### config.mk
export PLATFORM = sky130hd
export DESIGN_NAME = cpu_bus_master_flat
export DESIGN_NICKNAME = d
export VERILOG_FILES = /design/src/rtl/bus_pkg.sv /design/src/rtl/cpu_bus_master_if.sv /design/src/rtl/bus_tstate_seq.sv /design/src/rtl/cpu_bus_master.sv /design/src/flat_wrapper.sv
export SDC_FILE = /design/constraint.sdc
export NUM_CORES = 1
export LEC_CHECK = 0
export CAP_MARGIN = 20
export CELL_PAD_IN_SITES_DETAIL_PLACEMENT = 0
export CELL_PAD_IN_SITES_GLOBAL_PLACEMENT = 2
export CORE_MARGIN = 1.5
export CORE_UTILIZATION = 25
export CTS_BUF_LIST = sky130_fd_sc_hd__clkbuf_4 sky130_fd_sc_hd__clkbuf_8 sky130_fd_sc_hd__clkbuf_16
export DETAILED_ROUTE_END_ITERATION = 16
export PLACE_DENSITY_LB_ADDON = 0.15
export SLEW_MARGIN = 30
export SYNTH_ARGS = -nofsm -noshare
export SYNTH_HDL_FRONTEND = slang
export SYNTH_SLANG_ARGS = --single-unit
### constraint.sdc
create_clock -name clk -period 3.83 [get_ports clk]
set_clock_uncertainty 0.1 [all_clocks]
set_input_delay 0.766 -clock clk [delete_from_list [all_inputs] [get_ports clk]]
set_output_delay 0.766 -clock clk [all_outputs]
set_load 0.01 [all_outputs]
### src/rtl/bus_pkg.sv
// Shared types and defaults for the CPU-side system bus: T-state encoding,
// bus widths, the reset address and the T-state successor function.
package bus_pkg;

  localparam int          BUS_ADDR_W     = 16;
  localparam int          BUS_DATA_W     = 8;
  localparam logic [15:0] BUS_RESET_ADDR = 16'h0000;

  typedef enum logic [2:0] {IDLE, T1, T2, T3, T4} bus_tstate_t;

  // T4 can chain straight into T1 so back-to-back M-cycles have no idle gap.
  function automatic bus_tstate_t next_tstate(input bus_tstate_t cur, input logic accept);
    bus_tstate_t nxt;
    case (cur)
      IDLE:    nxt = accept ? T1 : IDLE;
      T1:      nxt = T2;
      T2:      nxt = T3;
      T3:      nxt = T4;
      T4:      nxt = accept ? T1 : IDLE;
      default: nxt = IDLE;
    endcase
    return nxt;
  endfunction

endpackage

### src/rtl/cpu_bus_master_if.sv
// Request/response handshake plus the system-bus pins driven by cpu_bus_master.
interface cpu_bus_master_if import bus_pkg::*; #(
  parameter int ADDR_W = BUS_ADDR_W,
  parameter int DATA_W = BUS_DATA_W
);

  logic              req_valid;
  logic              req_ready;
  logic [ADDR_W-1:0] req_addr;
  logic              req_we;
  logic [DATA_W-1:0] req_wdata;
  logic              rsp_valid;
  logic [DATA_W-1:0] rsp_rdata;
  logic [ADDR_W-1:0] a;
  logic [DATA_W-1:0] d_out;
  logic              d_oe;
  logic [DATA_W-1:0] d_in;
  logic              cpu_raw_rd;
  logic              cpu_wr_sync;

  modport master (
    input  req_valid, req_addr, req_we, req_wdata, d_in,
    output req_ready, rsp_valid, rsp_rdata, a, d_out, d_oe, cpu_raw_rd, cpu_wr_sync
  );

  modport slave (
    output req_valid, req_addr, req_we, req_wdata, d_in,
    input  req_ready, rsp_valid, rsp_rdata, a, d_out, d_oe, cpu_raw_rd, cpu_wr_sync
  );

endinterface

### src/rtl/bus_tstate_seq.sv
// T-state sequencer: state register and next-state logic, with registered
// one-hot flags for IDLE and T1..T4.
module bus_tstate_seq import bus_pkg::*; (
  input  logic clk,
  input  logic reset,
  input  logic accept,
  output logic is_idle,
  output logic is_t1,
  output logic is_t2,
  output logic is_t3,
  output logic is_t4
);

  bus_tstate_t state;
  bus_tstate_t state_next;

  assign state_next = next_tstate(state, accept);

  // Flags are registered from the next state so the strobe decode downstream
  // works on flops only.
  always_ff @(posedge clk or posedge reset) begin
    if (reset) begin
      state   <= IDLE;
      is_idle <= 1'b1;
      is_t1   <= 1'b0;
      is_t2   <= 1'b0;
      is_t3   <= 1'b0;
      is_t4   <= 1'b0;
    end else begin
      state   <= state_next;
      is_idle <= (state_next == IDLE);
      is_t1   <= (state_next == T1);
      is_t2   <= (state_next == T2);
      is_t3   <= (state_next == T3);
      is_t4   <= (state_next == T4);
    end
  end

endmodule

### src/rtl/cpu_bus_master.sv
// CPU-side bus initiator: turns single-byte core requests into 4-T-state
// M-cycles on a/d with read and synchronous-write strobes for the decoder.
module cpu_bus_master import bus_pkg::*; #(
  parameter int                ADDR_W     = BUS_ADDR_W,
  parameter int                DATA_W     = BUS_DATA_W,
  parameter logic [ADDR_W-1:0] RESET_ADDR = ADDR_W'(BUS_RESET_ADDR),
  parameter int                CNT_W      = 16
) (
  input  logic             clk,
  input  logic             reset,
  cpu_bus_master_if.master bus,
  output logic [CNT_W-1:0] mcycle_cnt
);

  logic accept;
  logic is_idle, is_t1, is_t2, is_t3, is_t4;
  logic we_q;

  // Ready is gated by reset so a request presented during reset is never taken.
  assign bus.req_ready = (is_idle || is_t4) && !reset;
  assign accept        = bus.req_valid && bus.req_ready;

  bus_tstate_seq u_seq (
    .clk     (clk),
    .reset   (reset),
    .accept  (accept),
    .is_idle (is_idle),
    .is_t1   (is_t1),
    .is_t2   (is_t2),
    .is_t3   (is_t3),
    .is_t4   (is_t4)
  );

  // a only moves on entry to T1 and holds through IDLE, keeping the decoder
  // input glitch-free between M-cycles.
  always_ff @(posedge clk or posedge reset) begin
    if (reset) begin
      bus.a         <= RESET_ADDR;
      bus.d_out     <= '0;
      bus.rsp_rdata <= '0;
      we_q          <= 1'b0;
      mcycle_cnt    <= '0;
    end else begin
      if (accept) begin
        bus.a <= bus.req_addr;
        we_q  <= bus.req_we;
        if (bus.req_we) begin
          bus.d_out <= bus.req_wdata;
        end
      end
      if (is_t3) begin
        bus.rsp_rdata <= we_q ? '0 : bus.d_in;
      end
      if (is_t4) begin
        mcycle_cnt <= mcycle_cnt + CNT_W'(1);
      end
    end
  end

  // All flags clear asynchronously on reset, so strobes and d_oe drop at once.
  assign bus.rsp_valid   = is_t4;
  assign bus.cpu_raw_rd  = !we_q && (is_t1 || is_t2 || is_t3 || is_t4);
  assign bus.cpu_wr_sync = we_q && is_t3;
  assign bus.d_oe        = we_q && (is_t2 || is_t3 || is_t4);

endmodule

### src/flat_wrapper.sv
// flat-port wrapper written by rule: the top's interface ports become plain ports
module cpu_bus_master_flat import bus_pkg::*;
#(
  parameter int                ADDR_W     = BUS_ADDR_W,
  parameter int                DATA_W     = BUS_DATA_W,
  parameter logic [ADDR_W-1:0] RESET_ADDR = ADDR_W'(BUS_RESET_ADDR),
  parameter int                CNT_W      = 16
)
  (clk, reset, mcycle_cnt, bus_req_valid, bus_req_addr, bus_req_we, bus_req_wdata, bus_d_in, bus_req_ready, bus_rsp_valid, bus_rsp_rdata, bus_a, bus_d_out, bus_d_oe, bus_cpu_raw_rd, bus_cpu_wr_sync);
  cpu_bus_master_if #(.ADDR_W(ADDR_W), .DATA_W(DATA_W)) bus_i ();
  input  logic clk;
  input  logic reset;
  output logic [CNT_W-1:0] mcycle_cnt;
  input wire logic [$bits(bus_i.req_valid)-1:0] bus_req_valid;
  input wire logic [$bits(bus_i.req_addr)-1:0] bus_req_addr;
  input wire logic [$bits(bus_i.req_we)-1:0] bus_req_we;
  input wire logic [$bits(bus_i.req_wdata)-1:0] bus_req_wdata;
  input wire logic [$bits(bus_i.d_in)-1:0] bus_d_in;
  output wire logic [$bits(bus_i.req_ready)-1:0] bus_req_ready;
  output wire logic [$bits(bus_i.rsp_valid)-1:0] bus_rsp_valid;
  output wire logic [$bits(bus_i.rsp_rdata)-1:0] bus_rsp_rdata;
  output wire logic [$bits(bus_i.a)-1:0] bus_a;
  output wire logic [$bits(bus_i.d_out)-1:0] bus_d_out;
  output wire logic [$bits(bus_i.d_oe)-1:0] bus_d_oe;
  output wire logic [$bits(bus_i.cpu_raw_rd)-1:0] bus_cpu_raw_rd;
  output wire logic [$bits(bus_i.cpu_wr_sync)-1:0] bus_cpu_wr_sync;
  assign bus_i.req_valid = bus_req_valid;
  assign bus_i.req_addr = bus_req_addr;
  assign bus_i.req_we = bus_req_we;
  assign bus_i.req_wdata = bus_req_wdata;
  assign bus_i.d_in = bus_d_in;
  assign bus_req_ready = bus_i.req_ready;
  assign bus_rsp_valid = bus_i.rsp_valid;
  assign bus_rsp_rdata = bus_i.rsp_rdata;
  assign bus_a = bus_i.a;
  assign bus_d_out = bus_i.d_out;
  assign bus_d_oe = bus_i.d_oe;
  assign bus_cpu_raw_rd = bus_i.cpu_raw_rd;
  assign bus_cpu_wr_sync = bus_i.cpu_wr_sync;
  cpu_bus_master #(.ADDR_W(ADDR_W), .DATA_W(DATA_W), .RESET_ADDR(RESET_ADDR), .CNT_W(CNT_W)) u_core (.clk(clk), .reset(reset), .bus(bus_i), .mcycle_cnt(mcycle_cnt));
endmodule
==> out/qor.txt <==
FLOORPLANNING
------------------------------------------------------------------------------------
Floorplan Core Area                                                         8848 um2
Top-level port count                                                              89
Total Die Area                                                              9851 um2
Height of the die                                                           99.25 um
Die width                                                                   99.25 um
Core Rows                                                                         34
Initial Utilization                                                           0.2617

ROUTING
------------------------------------------------------------------------------------
Via Count                                                                       1650
Number of vias per cell after detailed routing                                 4.286
Average routed wire per standard cell                                       13.31 um
DRC violation count after routing                                                  0
DR pass1 iterations                                                                4
Number of routed nets with antenna violations                                      0
Detailed Route Iter0 Violations                                                   41
WL final                                                                    5.126 mm

CLOCK NETWORK
------------------------------------------------------------------------------------
Number of buffers inserted for hold repair after clock tree synthesis              0
CTS tree                                                                        done
Clock slew at reported path FFs                                                60 ps
Buffer depth of the longest clock path                                             2
Worst-Skew Late Latency                                                       330 ps
Number of buffers created by CTS                                                   9
Maximum level of the CTS H-tree                                                    3
Number of buffers inserted to repair setup after CTS                               0
Number of gates given a new drive strength after cts                               0
Buffer cell driving the clock tree root                                 sky130_fd_sc_hd__clkbuf_8
Clk sinks                                                                         57

LOGIC SYNTHESIS
------------------------------------------------------------------------------------
Mapped Nets                                                                      213
List of most frequent post-synthesis cells                              sky130_fd_sc_hd__dfrtp_1, sky130_fd_sc_hd__mux2_2, sky130_fd_sc_hd__nand2_1
Sequential area share after synthesis                                         0.6164
Mean post-synth cell area                                                  13.16 um2
Cell with the most instances after synthesis                            sky130_fd_sc_hd__dfrtp_1
Share of the synthesized area in compound gates (AO/OA/AOI/OAI)              0.03458
Ys Warns                                                                           0
Post-synth top flop                                                     sky130_fd_sc_hd__dfrtp_1
Multiplexer area fraction after synthesis                                     0.1345
Synth Instances                                                                  176
Leading cell types by total area after synthesis                        sky130_fd_sc_hd__dfrtp_1, sky130_fd_sc_hd__mux2_2, sky130_fd_sc_hd__mux2_4
Area leader, netlist                                                    sky130_fd_sc_hd__dfrtp_1
Number of enable flip-flop cells after synthesis                                   0
Adder-Cell Fraction of Synth Area                                           0.005402
Dominant combinational cell family by area after synthesis              multiplexers
Number of library cell types mapped by synthesis                                  30
Total standard cell area after synthesis                                    2316 um2
Share of async-settable or async-resettable flops after synthesis              1.000
Area share of the largest cell type after synthesis                           0.6051
Parity-gate share of the synthesized area counting xor and xnor cells        0.05673
Register bit total from synthesis                                                 57
Simple-gate share of the synthesized area                                     0.1167

CRITICAL PATH
------------------------------------------------------------------------------------
Reg2reg end                                                             u_core.bus.d_out[3]
Beginning of the worst register-to-register path                        u_core.u_seq.is_t4
Largest driver fanout on the critical path                                         5
Data required time at the worst endpoint                                     2960 ps
Nature of the critical path endpoint                                     output port
R2R cell count                                                                     3
Kind of critical path                                                   input pin to output port
Register-to-Register Setup Slack                                             2110 ps
Sort of element at the start of the critical path                          input pin
Critical path origin                                                           reset
Worst endpoint data arrival time                                             2160 ps

MIN PATH
------------------------------------------------------------------------------------
Worst hold path depth                                                              1
Hold Path Class                                                         flip-flop to flip-flop
Endpoint with the worst hold slack                                      u_core.mcycle_cnt[15]
Hold path startpoint                                                    u_core.mcycle_cnt[15]

STA
------------------------------------------------------------------------------------
Final period demand of the worst path                                        3023 ps
Number of failing setup endpoints in the final timing report                       0
Slew @ Worst Pin                                                            672.0 ps
Worst hold-check slack                                                      370.6 ps
RSZ-0062 raised after global routing                                           false
Share of the cycle needed by the critical path after routing                  0.7894
Slew Limit Fails                                                                   0
Final hold violation count                                                         0
Final WS setup                                                              806.5 ps
FMAX                                                                       330.7 MHz
Worst slew slack as a fraction of its limit                                   0.5514
TNS Setup                                                                       0 ps

FINISH
------------------------------------------------------------------------------------
Count of antenna diodes in the layout                                              0
Area overhead of the layout relative to synthesis                             51.38%
Multi-input combinational cell area                                        805.8 um2
Layout cells sized above 1                                                    0.1877
Count of filler cells inserted in the layout                                     887
Post-layout instance area                                                   3506 um2
Nets                                                                             309
Area used by sequential logic in the layout                                 1428 um2

PWR
------------------------------------------------------------------------------------
Share of total power consumed by net switching                                0.3014
Power share of the clock group                                                 0.225
Gate power share                                                               0.376
Largest vdd supply drop                                                    0.2902 mV
Leakage                                                                     1.541 nW
Reported net switching power                                             0.0007521 W
Proportion of power drawn by flip-flops and latches                            0.399
Areal power density over the cells                                      711.8 nW/um2
Internal                                                                  0.001744 W

GLOBAL ROUTE
------------------------------------------------------------------------------------
Pin count of the biggest net entering global routing                              33
Total gr overflow                                                                  0
Vias in the first global route                                                  1726
Initial antenna violation count                                                    0
Wire length of the first global-routing pass                                8.500 mm
GR Util All Layers                                                            0.1114

STATUS
------------------------------------------------------------------------------------
Outcome                                                                 finished, final reports clean

JOB
------------------------------------------------------------------------------------
Reported max-cap violation count                                                   0

PLACED DESIGN
------------------------------------------------------------------------------------
DP Area                                                                     3306 um2
Detailed Place HPWL                                                         3.644 mm
Worst slack at placement                                                    798.5 ps
Final weighted congestion in routability-driven placement                     0.6739
Buffers added on ports                                                            88

worst max-delay path by stage:
stage | endpoint | cells past startpoint | slack (ps)
after floorplan | u_core.bus.a[0] | 1 | 1570
after global placement | bus_req_ready | 3 | 800
after detailed placement | bus_req_ready | 3 | 800
after CTS | bus_req_ready | 3 | 800
after global routing | bus_req_ready | 3 | 740
final | bus_req_ready | 3 | 810
cell type report:
class | instances | share of cell area
flip-flops and latches | 57 | 0.4072
repair buffers | 90 | 0.2555
multi-input cells | 103 | 0.2298
clock buffers | 11 | 0.04140
well taps | 108 | 0.03854
clock inverters | 5 | 0.01570
inverters | 11 | 0.01178
layout by cell type, fill, tap and decap left out, types with 2 or more instances in the layout:
cell	count
sky130_fd_sc_hd__buf_4	2
sky130_fd_sc_hd__nand4_1	3
sky130_fd_sc_hd__nand2_1	13
sky130_fd_sc_hd__nor4_1	5
sky130_fd_sc_hd__o21ai_0	8
sky130_fd_sc_hd__clkinvlp_4	2
sky130_fd_sc_hd__mux2_4	8
sky130_fd_sc_hd__clkdlybuf4s50_1	88
sky130_fd_sc_hd__xnor2_1	4
sky130_fd_sc_hd__nor3_1	6
sky130_fd_sc_hd__nand3_1	4
sky130_fd_sc_hd__dfrtp_1	56
sky130_fd_sc_hd__clkinv_2	2
sky130_fd_sc_hd__xor2_1	11
sky130_fd_sc_hd__clkbuf_8	10
sky130_fd_sc_hd__mux2_2	17
sky130_fd_sc_hd__nor2_1	9
sky130_fd_sc_hd__inv_1	10
sky130_fd_sc_hd__nand4_2	2
routing by layer:
layer  part of all wire  GRT usage  routed length, um
met1               0.47     0.1406               2385
met2               0.44     0.1660               2266
met3              0.081    0.05692                413
met4              0.012    0.03575                 60
met5                  0          0                  0
state kept, by name (all words and copies together) (netlist names):
name,cells
u_core.mcycle_cnt,16
u_core.bus.a,16
u_core.u_seq.is_t2,1
u_core.bus.rsp_rdata,8
u_core.u_seq.state,3
u_core.we_q,1
u_core.u_seq.is_t3,1
u_core.bus.d_out,8
u_core.u_seq.is_t4,1
u_core.u_seq.is_idle,1
u_core.u_seq.is_t1,1
per-stage QoR:
step                      utilization  power (W)  std cells
after global routing           0.3962   0.002661        385
after floorplan                     -   0.001429        176
final                          0.3962   0.002496        385
after detailed placement       0.3736   0.001961        369
after CTS                      0.3962   0.002549        385
after global placement         0.3736   0.001954        369
cells by family after synthesis:
group	after synthesis
flip-flops	57
AND/OR/NAND/NOR	49
multiplexers	25
buffers and inverters	16
XOR/XNOR	15
AO/OA/AOI/OAI	13
adder cells (fa/ha/maj)	1
power groups by stage:
stage	registers, W	clock network (W)	logic (W)
after CTS	0.00100	0.000591	0.000958
after floorplan	0.00106	0	0.000366
after global placement	0.00100	0	0.000952
after detailed placement	0.00101	0	0.000954
final	0.000996	0.000562	0.000938
after global routing	0.00103	0.000616	0.00101
critical path: stages:
cell,delay (ps)
sky130_fd_sc_hd__clkdlybuf4s50_1,430
sky130_fd_sc_hd__o21ba_2,370
sky130_fd_sc_hd__clkdlybuf4s50_1,590
No activity file was read; power rests on OpenSTA's default activity.
